`config.mk`:
```
export PLATFORM = sky130hd
export DESIGN_NAME = odom_uart_framer_flat
export DESIGN_NICKNAME = d
export VERILOG_FILES = /design/src/rtl/odom_uart_framer_if.sv /design/src/rtl/odom_uart_framer.sv /design/src/flat_wrapper.sv
export SDC_FILE = /design/constraint.sdc
export NUM_CORES = 1
export LEC_CHECK = 0
export ABC_AREA = 1
export CELL_PAD_IN_SITES_DETAIL_PLACEMENT = 1
export CELL_PAD_IN_SITES_GLOBAL_PLACEMENT = 2
export CORE_AREA = 5 5 126 128
export CTS_BUF_LIST = sky130_fd_sc_hd__clkbuf_16
export CTS_CLUSTER_DIAMETER = 30
export CTS_CLUSTER_SIZE = 40
export DETAILED_ROUTE_END_ITERATION = 16
export DIE_AREA = 0 0 131 133
export GPL_ROUTABILITY_DRIVEN = 0
export PLACE_DENSITY = 0.95
export SYNTH_ARGS = -nofsm -noshare
export SYNTH_HDL_FRONTEND = slang
export SYNTH_SLANG_ARGS = --single-unit
```
`constraint.sdc`:
```
create_clock -name clk -period 6.4 [get_ports clk]
set_input_delay 1.28 -clock clk [delete_from_list [all_inputs] [get_ports clk]]
set_output_delay 1.28 -clock clk [all_outputs]
set_load 0.02 [all_outputs]
```
`src/rtl/odom_uart_framer_if.sv`:
```
// Handshake bundle between the sample producer, the framer and the UART byte transmitter.
// The slave modport is the framer's view; the master modport is the environment's view.
interface odom_uart_framer_if #(
    parameter int DATA_W = 48
);
    logic              sample_valid;
    logic [DATA_W-1:0] sample_data;
    logic              sample_ready;
    logic              tx_ready;
    logic [7:0]        tx_data;
    logic              tx_start;

    modport master (
        output sample_valid, sample_data, tx_ready,
        input  sample_ready, tx_data, tx_start
    );

    modport slave (
        input  sample_valid, sample_data, tx_ready,
        output sample_ready, tx_data, tx_start
    );
endinterface

```
`src/rtl/odom_uart_framer.sv`:
```
// Packs one odometry sample into the frame AA 55 SEQ payload CHK and feeds it
// byte by byte to the UART transmitter, pacing on the transmitter's ready line.
//
// state      | meaning
// -----------+--------------------------------------------------------------
// IDLE       | waiting for a sample; sample_ready high
// ISSUE      | present byte[byte_idx] with a tx_start pulse once tx_ready is high
// WAIT_BUSY  | wait for tx_ready to drop (byte taken) or for the guard to expire
// WAIT_IDLE  | wait for tx_ready to return, then next byte or finish
// DONE       | frame_done pulse, advance seq
module odom_uart_framer #(
    parameter int N_WORDS = 3,
    parameter int WORD_W  = 16
) (
    input  logic              clk,
    input  logic              rst,
    odom_uart_framer_if.slave bus,
    output logic              busy,
    output logic              frame_done,
    output logic [7:0]        seq,
    output logic [7:0]        drop_cnt
);
    localparam int DATA_W  = N_WORDS * WORD_W;
    localparam int N_BYTES = 4 + DATA_W / 8;
    localparam int IDX_W   = $clog2(N_BYTES);

    localparam logic [IDX_W-1:0] IDX_SYNC0 = IDX_W'(0);
    localparam logic [IDX_W-1:0] IDX_SYNC1 = IDX_W'(1);
    localparam logic [IDX_W-1:0] IDX_SEQ   = IDX_W'(2);
    localparam logic [IDX_W-1:0] IDX_LAST  = IDX_W'(N_BYTES - 1);

    // The ISSUE cycle already saw tx_ready high, so the guard counts it as the
    // first of the four cycles; WAIT_BUSY therefore waits at most three more.
    localparam logic [1:0] GUARD_LOAD = 2'd2;

    typedef enum logic [2:0] {
        ST_IDLE,
        ST_ISSUE,
        ST_WAIT_BUSY,
        ST_WAIT_IDLE,
        ST_DONE
    } state_t;

    state_t             state;
    state_t             state_nxt;
    logic [DATA_W-1:0]  shreg;
    logic [IDX_W-1:0]   byte_idx;
    logic [7:0]         chk;
    logic [1:0]         guard_cnt;
    logic [7:0]         byte_cur;
    logic               in_chk;
    logic               in_payload;

    assign busy             = (state != ST_IDLE);
    assign bus.sample_ready = (state == ST_IDLE);
    assign frame_done       = (state == ST_DONE);

    // SEQ and payload bytes feed the checksum; only payload bytes consume the shift register.
    assign in_chk     = (byte_idx >= IDX_SEQ) && (byte_idx != IDX_LAST);
    assign in_payload = (byte_idx >  IDX_SEQ) && (byte_idx != IDX_LAST);

    // State register.
    always_ff @(posedge clk) begin
        if (rst) begin
            state <= ST_IDLE;
        end else begin
            state <= state_nxt;
        end
    end

    // Next-state logic.
    always_comb begin
        state_nxt = state;
        unique case (state)
            ST_IDLE: begin
                if (bus.sample_valid) state_nxt = ST_ISSUE;
            end
            ST_ISSUE: begin
                if (bus.tx_ready) state_nxt = ST_WAIT_BUSY;
            end
            ST_WAIT_BUSY: begin
                if (!bus.tx_ready || guard_cnt == 2'd0) state_nxt = ST_WAIT_IDLE;
            end
            ST_WAIT_IDLE: begin
                if (bus.tx_ready) state_nxt = (byte_idx == IDX_LAST) ? ST_DONE : ST_ISSUE;
            end
            ST_DONE: begin
                state_nxt = ST_IDLE;
            end
            default: begin
                state_nxt = ST_IDLE;
            end
        endcase
    end

    // Select the byte for the current frame position.
    always_comb begin
        byte_cur = shreg[DATA_W-1 -: 8];
        if (byte_idx == IDX_SYNC0) begin
            byte_cur = 8'hAA;
        end else if (byte_idx == IDX_SYNC1) begin
            byte_cur = 8'h55;
        end else if (byte_idx == IDX_SEQ) begin
            byte_cur = seq;
        end else if (byte_idx == IDX_LAST) begin
            byte_cur = chk;
        end
    end

    // Frame datapath: sample capture, byte issue, checksum, guard timer, sequence number.
    always_ff @(posedge clk) begin
        if (rst) begin
            shreg        <= '0;
            byte_idx     <= '0;
            chk          <= 8'd0;
            guard_cnt    <= 2'd0;
            seq          <= 8'd0;
            bus.tx_data  <= 8'd0;
            bus.tx_start <= 1'b0;
        end else begin
            bus.tx_start <= 1'b0;
            unique case (state)
                ST_IDLE: begin
                    if (bus.sample_valid) begin
                        shreg    <= bus.sample_data;
                        byte_idx <= '0;
                        chk      <= 8'd0;
                    end
                end
                ST_ISSUE: begin
                    if (bus.tx_ready) begin
                        bus.tx_start <= 1'b1;
                        bus.tx_data  <= byte_cur;
                        guard_cnt    <= GUARD_LOAD;
                        if (in_chk) chk <= chk + byte_cur;
                        if (in_payload) shreg <= {shreg[DATA_W-9:0], 8'h00};
                    end
                end
                ST_WAIT_BUSY: begin
                    if (bus.tx_ready && guard_cnt != 2'd0) guard_cnt <= guard_cnt - 2'd1;
                end
                ST_WAIT_IDLE: begin
                    if (bus.tx_ready && byte_idx != IDX_LAST) byte_idx <= byte_idx + IDX_W'(1);
                end
                ST_DONE: begin
                    seq <= seq + 8'd1;
                end
                default: begin
                end
            endcase
        end
    end

    // Count samples offered while a frame is in flight (including the DONE cycle); saturate.
    always_ff @(posedge clk) begin
        if (rst) begin
            drop_cnt <= 8'd0;
        end else if (bus.sample_valid && state != ST_IDLE && drop_cnt != 8'hFF) begin
            drop_cnt <= drop_cnt + 8'd1;
        end
    end
endmodule

```
`src/flat_wrapper.sv`:
```
// flat-port wrapper written by rule: the top's interface ports become plain ports
module odom_uart_framer_flat 
#(
    parameter int N_WORDS = 3,
    parameter int WORD_W  = 16
)
  (clk, rst, busy, frame_done, seq, drop_cnt, bus_sample_valid, bus_sample_data, bus_tx_ready, bus_sample_ready, bus_tx_data, bus_tx_start);
  odom_uart_framer_if #(.DATA_W(48)) bus_i ();
  input  logic clk;
  input  logic rst;
  output logic busy;
  output logic frame_done;
  output logic [7:0] seq;
  output logic [7:0] drop_cnt;
  input wire logic [$bits(bus_i.sample_valid)-1:0] bus_sample_valid;
  input wire logic [$bits(bus_i.sample_data)-1:0] bus_sample_data;
  input wire logic [$bits(bus_i.tx_ready)-1:0] bus_tx_ready;
  output wire logic [$bits(bus_i.sample_ready)-1:0] bus_sample_ready;
  output wire logic [$bits(bus_i.tx_data)-1:0] bus_tx_data;
  output wire logic [$bits(bus_i.tx_start)-1:0] bus_tx_start;
  assign bus_i.sample_valid = bus_sample_valid;
  assign bus_i.sample_data = bus_sample_data;
  assign bus_i.tx_ready = bus_tx_ready;
  assign bus_sample_ready = bus_i.sample_ready;
  assign bus_tx_data = bus_i.tx_data;
  assign bus_tx_start = bus_i.tx_start;
  odom_uart_framer #(.N_WORDS(N_WORDS), .WORD_W(WORD_W)) u_core (.clk(clk), .rst(rst), .bus(bus_i), .busy(busy), .frame_done(frame_done), .seq(seq), .drop_cnt(drop_cnt));
endmodule
```
Word level (Yosys, flattened, before mapping)
Cells that the tools add are included.
{ "word_totals": {"word_cells": 82, "out_inout_bits": 28, "input_bits": 52, "ff_bits": 90} }
{ "op_classes": {"n_reduce_logical": 23, "eq_ne": 17, "addsub": 5, "n_bitwise": 1, "n_lt_le_gt_ge": 2, "n_mux": 25} }
{ "ops": {"columns": ["op", "count"], "rows": [
  ["48-bit 2-to-1 mux", 3],
  ["48-bit one-hot mux with 2 select lines", 1],
  ["8-bit 2-to-1 mux", 7],
  ["8-bit by 1-bit adder with 8-bit output, second input constant", 2],
  ["8-bit one-hot mux with 2 select lines", 1],
  ["3-bit 2-to-1 mux", 5],
  ["3-bit one-hot mux with 4 select lines", 1],
  ["4-bit AND reduction", 3],
  ["2-bit by 1-bit != test with 1-bit output, second input constant", 5],
  ["8-bit adder", 1],
  ["4-bit 2-to-1 mux", 2],
  ["8-bit != test, second input constant", 1],
  ["4-bit one-hot mux with 2 select lines", 1],
  ["2-bit nonzero test", 4],
  ["3-bit by 2-bit == test with 1-bit output, second input constant", 2],
  ["1-bit logical AND", 6],
  ["2-bit != test, second input constant", 3],
  ["3-bit AND reduction", 2],
  ["4-bit by 1-bit adder with 4-bit output, second input constant", 1],
  ["4-bit by 1-bit == test with 1-bit output, second input constant", 1],
  ["4-bit by 2-bit == test with 1-bit output, second input constant", 1],
  ["4-bit == test, second input constant", 1],
  ["4-bit by 2-bit greater-or-equal comparator with 1-bit output, second input constant", 1],
  ["4-bit by 2-bit greater-than comparator with 1-bit output, second input constant", 1],
  ["16 further kinds", 17]
]} }

Logic depth before layout (Yosys ltp)
{ "depth": {"ltp_word": 9, "ltp_mapped": 19, "depth_no_buf": 18} }

Worst setup path after synthesis
OpenSTA, ideal clock, no wires.
{ "synth_path": {"path_type": "reg2reg", "from": "reg u_core.byte_idx[1]", "to": "reg u_core.chk[6]", "stages_incl_launch_ff": 20, "path_slack_ps": 3779, "synth_period_minus_slack_ps": 2621, "arrival_ps": 2486, "required_time_ps": 6265, "path_buffers": 1, "path_cell_list": "dfxtp_1 > inv_1 > ha_1 > nand3_1 > buf_4 > inv_1 > o21ai_0 > o221ai_1 > nand2_1 > inv_1 > ha_1 > inv_1 > fa_1 > inv_1 > nand4_1 > o211ai_1 > xor2_1 > inv_1 > nand2_1 > a21oi_1"} }
{ "synth_between": {"elab_chain_len": 9} }
{ "synth_lines": {"columns": ["item", "line", "text"], "rows": [
  ["start, declared", "odom_uart_framer.sv:47", "logic [IDX_W-1:0] byte_idx;"],
  ["start signal, assigned", "odom_uart_framer.sv:143", "if (bus.tx_ready && byte_idx != IDX_LAST) byte_idx <= byte_idx + IDX_W'(1);"],
  ["4-bit == test", "odom_uart_framer.sv:105", "end else if (byte_idx == IDX_LAST) begin"],
  ["8-bit 2-to-1 mux", "odom_uart_framer.sv:105", null],
  ["8-bit 2-to-1 mux", "odom_uart_framer.sv:103", "end else if (byte_idx == IDX_SEQ) begin"],
  ["8-bit 2-to-1 mux", "odom_uart_framer.sv:101", "end else if (byte_idx == IDX_SYNC1) begin"],
  ["8-bit 2-to-1 mux (*)", "odom_uart_framer.sv:99", "if (byte_idx == IDX_SYNC0) begin"],
  ["via u_core.byte_cur[0]", "odom_uart_framer.sv:50", "logic [7:0] byte_cur;"],
  ["8-bit adder (*)", "odom_uart_framer.sv:135", "if (in_chk) chk <= chk + byte_cur;"],
  ["8-bit 2-to-1 mux (*)", "odom_uart_framer.sv:135", null],
  ["8-bit 2-to-1 mux (*)", "odom_uart_framer.sv:131", "if (bus.tx_ready) begin"],
  ["8-bit one-hot mux with 2 select lines (*)", "odom_uart_framer.sv:122", "unique case (state)"],
  ["end signal, assigned", "odom_uart_framer.sv:135", null],
  ["end, declared", "odom_uart_framer.sv:48", "logic [7:0] chk;"]
]} }
The timed path passes the listed nets; every way through them passes the cells marked *. The select of a mux whose other input is x is not followed.
A chain may end at the register's enable or synchronous reset.

Worst setup path in the final report
Same ends and word-level chain as after synthesis.

==> key figures <==
CTS
  – Post-CTS Hold Fix Bufs: 0
  – Inserted Clock Buffers: 9
  – Clock-pin slew on the worst setup and hold paths: 0.06 ns
  – CTS tree: yes
  – Setup bufs post-CTS: 0
  – Worst-Skew Late Latency: 0.35 ns
  – Clock Sinks: 90
  – Post-CTS Resized: 0
  – Root Buffer: clkbuf_16
  – H-tree Lvls: 3
  – CTS max path bufs: 2

Place
  – Buffers on Ports: 79
  – DP Area: 5700 um2
  – Inst Count DP: 860
  – Post-DP HPWL: 9.79 mm

Routing
  – DR vias: 4,365
  – TritonRoute pass-1 iters: 4
  – Post-route antenna net violation count: 0
  – Routed length per placed instance: 15.4 um
  – DRC: 0
  – Initial DRC count: 117
  – DRT Wirelength: 13.4 mm
  – DR vias/cell: 4.99

Floorplan
  – Rows: 45
  – Die height: 133 um
  – Total Die Area: 17,400 um2
  – Die width: 131 um
  – Number of top-level pins: 80
  – Core area: 14,800 um2
  – Initial Util: 33.0%

Global routing
  – Largest net degree at the start of global routing: 72
  – Initial antenna violation count: 0
  – First-pass GRT wire length: 22.3 mm
  – Overflow after GRT: 0
  – GRT Util Overall: 15.8%
  – Vias in the first global route: 4,648

Synthesis
  – Count leader, synth: nand2_1
  – Syn nets: 688
  – Syn Area/Cell: 7.85 um2
  – Synth Instances: 621
  – Commonest cells post-synth: nand2_1, dfxtp_1, inv_1
  – Post-synthesis sequential area ratio: 37.0%
  – Synth cell types: 45
  – Mapped cell area: 4870 um2
  – Yosys warns: 0
  – Synth area leader: dfxtp_1
  – Dominant cells by area after synthesis: dfxtp_1, nand2_1, nand3_2, o211a_1, inv_1
  – Top cell type's share of synthesized area: 37.0%
  – Post-synth top flop: dfxtp_1
  – EDFF count, synth: 0
  – Asr flop ratio synth: 0%
  – Flops & latches, synth: 90

Power and ir drop
  – P_leak: 2.70 nW
  – VDD IR-drop max: 244 uV
  – Tot Pwr: 2.58 mW
  – Power per Cell Area: 432 nW/um2

Timing
  – Endpoints failing hold: 0
  – Fin Setup TNS: 0 ns
  – Clk_skew: 0.00672 ns
  – Hold WS: 0.461 ns
  – Peak Freq: 0.311 GHz
  – Slew @ Worst Pin: 1.15 ns
  – Final setup fails: 0
  – Fin crit share: 50.2%
  – Normalized max-slew margin: 23.5%
  – Final min period: 3.22 ns
  – Max-slew violations: 0
  – RSZ-0062 raised after global routing: no

Layout
  – Nets: 750
  – Non-Filler Instances: 874
  – N_diodes: 0
  – Area growth syn-to-layout: 22.7%
  – Final Instance Area: 5980 um2
  – Layout cell share with drive strength beyond 1: 10.8%

Critical path
  – Crit path kind: flip-flop to flip-flop
  – WP data arrival: 3.43 ns
  – Worst R2R End: u_core.chk[6]$_SDFFE_PP0P_
  – Worst EP required: 6.61 ns
  – R2R Path Start: u_core.byte_idx[1]$_SDFFE_PP0P_
  – Worst setup EP type: flip-flop
  – R2R setup slack: 3.18 ns
  – Worst r2r path cells: 18
  – Crit path max fanout: 12
  – Worst Setup Start Kind: flip-flop

Job
  – Max Cap Viol: 0

Min path
  – Worst Hold Depth: 2
  – Hold Path Origin: u_core.shreg[39]$_SDFFE_PP0P_
  – Worst Hold Endpoint: u_core.shreg[39]$_SDFFE_PP0P_
  – HP Class: flip-flop to flip-flop

Outcome
  – Status: finished, final reports clean
[how the worst max path moves through the flow]
stage / startpoint / to / slack, ns / cells past startpoint
floorplan: u_core.byte_idx[1]$_SDFFE_PP0P_ / u_core.chk[6]$_SDFFE_PP0P_ / 3.78 / 19
global placement: rst / u_core.byte_idx[2]$_SDFFE_PP0P_ / 3.20 / 5
detailed placement: rst / u_core.byte_idx[2]$_SDFFE_PP0P_ / 3.11 / 5
CTS: u_core.byte_idx[1]$_SDFFE_PP0P_ / u_core.chk[6]$_SDFFE_PP0P_ / 3.16 / 18
global route: u_core.byte_idx[1]$_SDFFE_PP0P_ / u_core.chk[6]$_SDFFE_PP0P_ / 2.78 / 18
finish: u_core.byte_idx[1]$_SDFFE_PP0P_ / u_core.chk[6]$_SDFFE_PP0P_ / 3.18 / 18
[where the power goes]
| part | switching (mW) | leakage (nW) | internal [mW] |
|---|---|---|---|
| Combinational | 0.818 | 1.82 | 0.442 |
| Sequential | 0.0965 | 0.738 | 0.709 |
| Clock | 0.220 | 0.141 | 0.295 |
| Total | 1.14 | 2.70 | 1.45 |
[critical path, cell delays in order, from the launching register on]
cell,delay (ns)
dfxtp_1,0.33
inv_1,0.13
ha_1,0.20
nand3_1,0.34
inv_1,0.33
o21ai_0,0.12
o221ai_1,0.18
nand2_1,0.10
inv_1,0.07
ha_1,0.16
inv_1,0.06
fa_1,0.41
inv_1,0.09
nand4_1,0.10
o211ai_1,0.12
xor2_1,0.17
inv_1,0.05
nand2_1,0.05
a21oi_1,0.06
[area by class of cell]
| type | instances | area, um2 |
|---|---|---|
| clock inverter | 5 | 50.0 |
| clock buffer | 9 | 225 |
| fill | 1808 | 8770 |
| timing repair buffer | 81 | 806 |
| tap | 188 | 235 |
| sequential | 90 | 1800 |
| inverter | 60 | 238 |
| multi-input combinational | 441 | 2620 |
[metal layers]
metal,track usage (%),wire length (um)
met5,0,0
met4,6.40,314
met3,2.58,389
met1,19.9,6270
met2,26.6,6450
[cells by family (layout without fill, tap and decap cells)]
| kind of cell | after synthesis | count (layout) | synth area share, % |
|---|---|---|---|
| and+or+nand+nor | 296 | 296 | 31.2 |
| DFF | 90 | 90 | 37.0 |
| xor gates and xnor gates | 8 | 8 | 1.44 |
| AOI/OAI and AO/OA | 122 | 122 | 17.2 |
| adders and majority gates | 15 | 15 | 4.00 |
| buffers and inverters | 90 | 155 | 9.21 |
[per-stage QoR]
stage / setup WS (ns) / util [%]
floorplan: 3.78 / -
global placement: 3.20 / 38.7
detailed placement: 3.11 / 38.7
CTS: 3.16 / 40.5
global route: 2.78 / 40.5
finish: 3.18 / 40.5
[state kept, by name, summed over array words and instances, names as in the netlist]
name / count
u_core.drop_cnt: 8
u_core.bus.tx_start: 1
u_core.byte_idx: 4
u_core.guard_cnt: 2
u_core.seq: 8
u_core.bus.tx_data: 8
u_core.state: 3
u_core.chk: 8
u_core.shreg: 48
[cell usage in the layout (no fill, tap or decap), types with 3 or more instances in the layout]
cell / n
dfxtp_1: 90
nor3_1: 12
clkbuf_16: 9
or2_2: 3
nand4_1: 4
a21oi_1: 37
clkdlybuf4s50_1: 79
xnor2_1: 3
nand2_1: 169
inv_1: 56
xor2_1: 5
o211ai_1: 6
o21ai_0: 32
nand3_1: 25
inv_2: 5
nand3_2: 38
ha_1: 14
nand2_4: 3
o211a_1: 34
nor2_1: 28
Power figures use the tool's default switching activity.
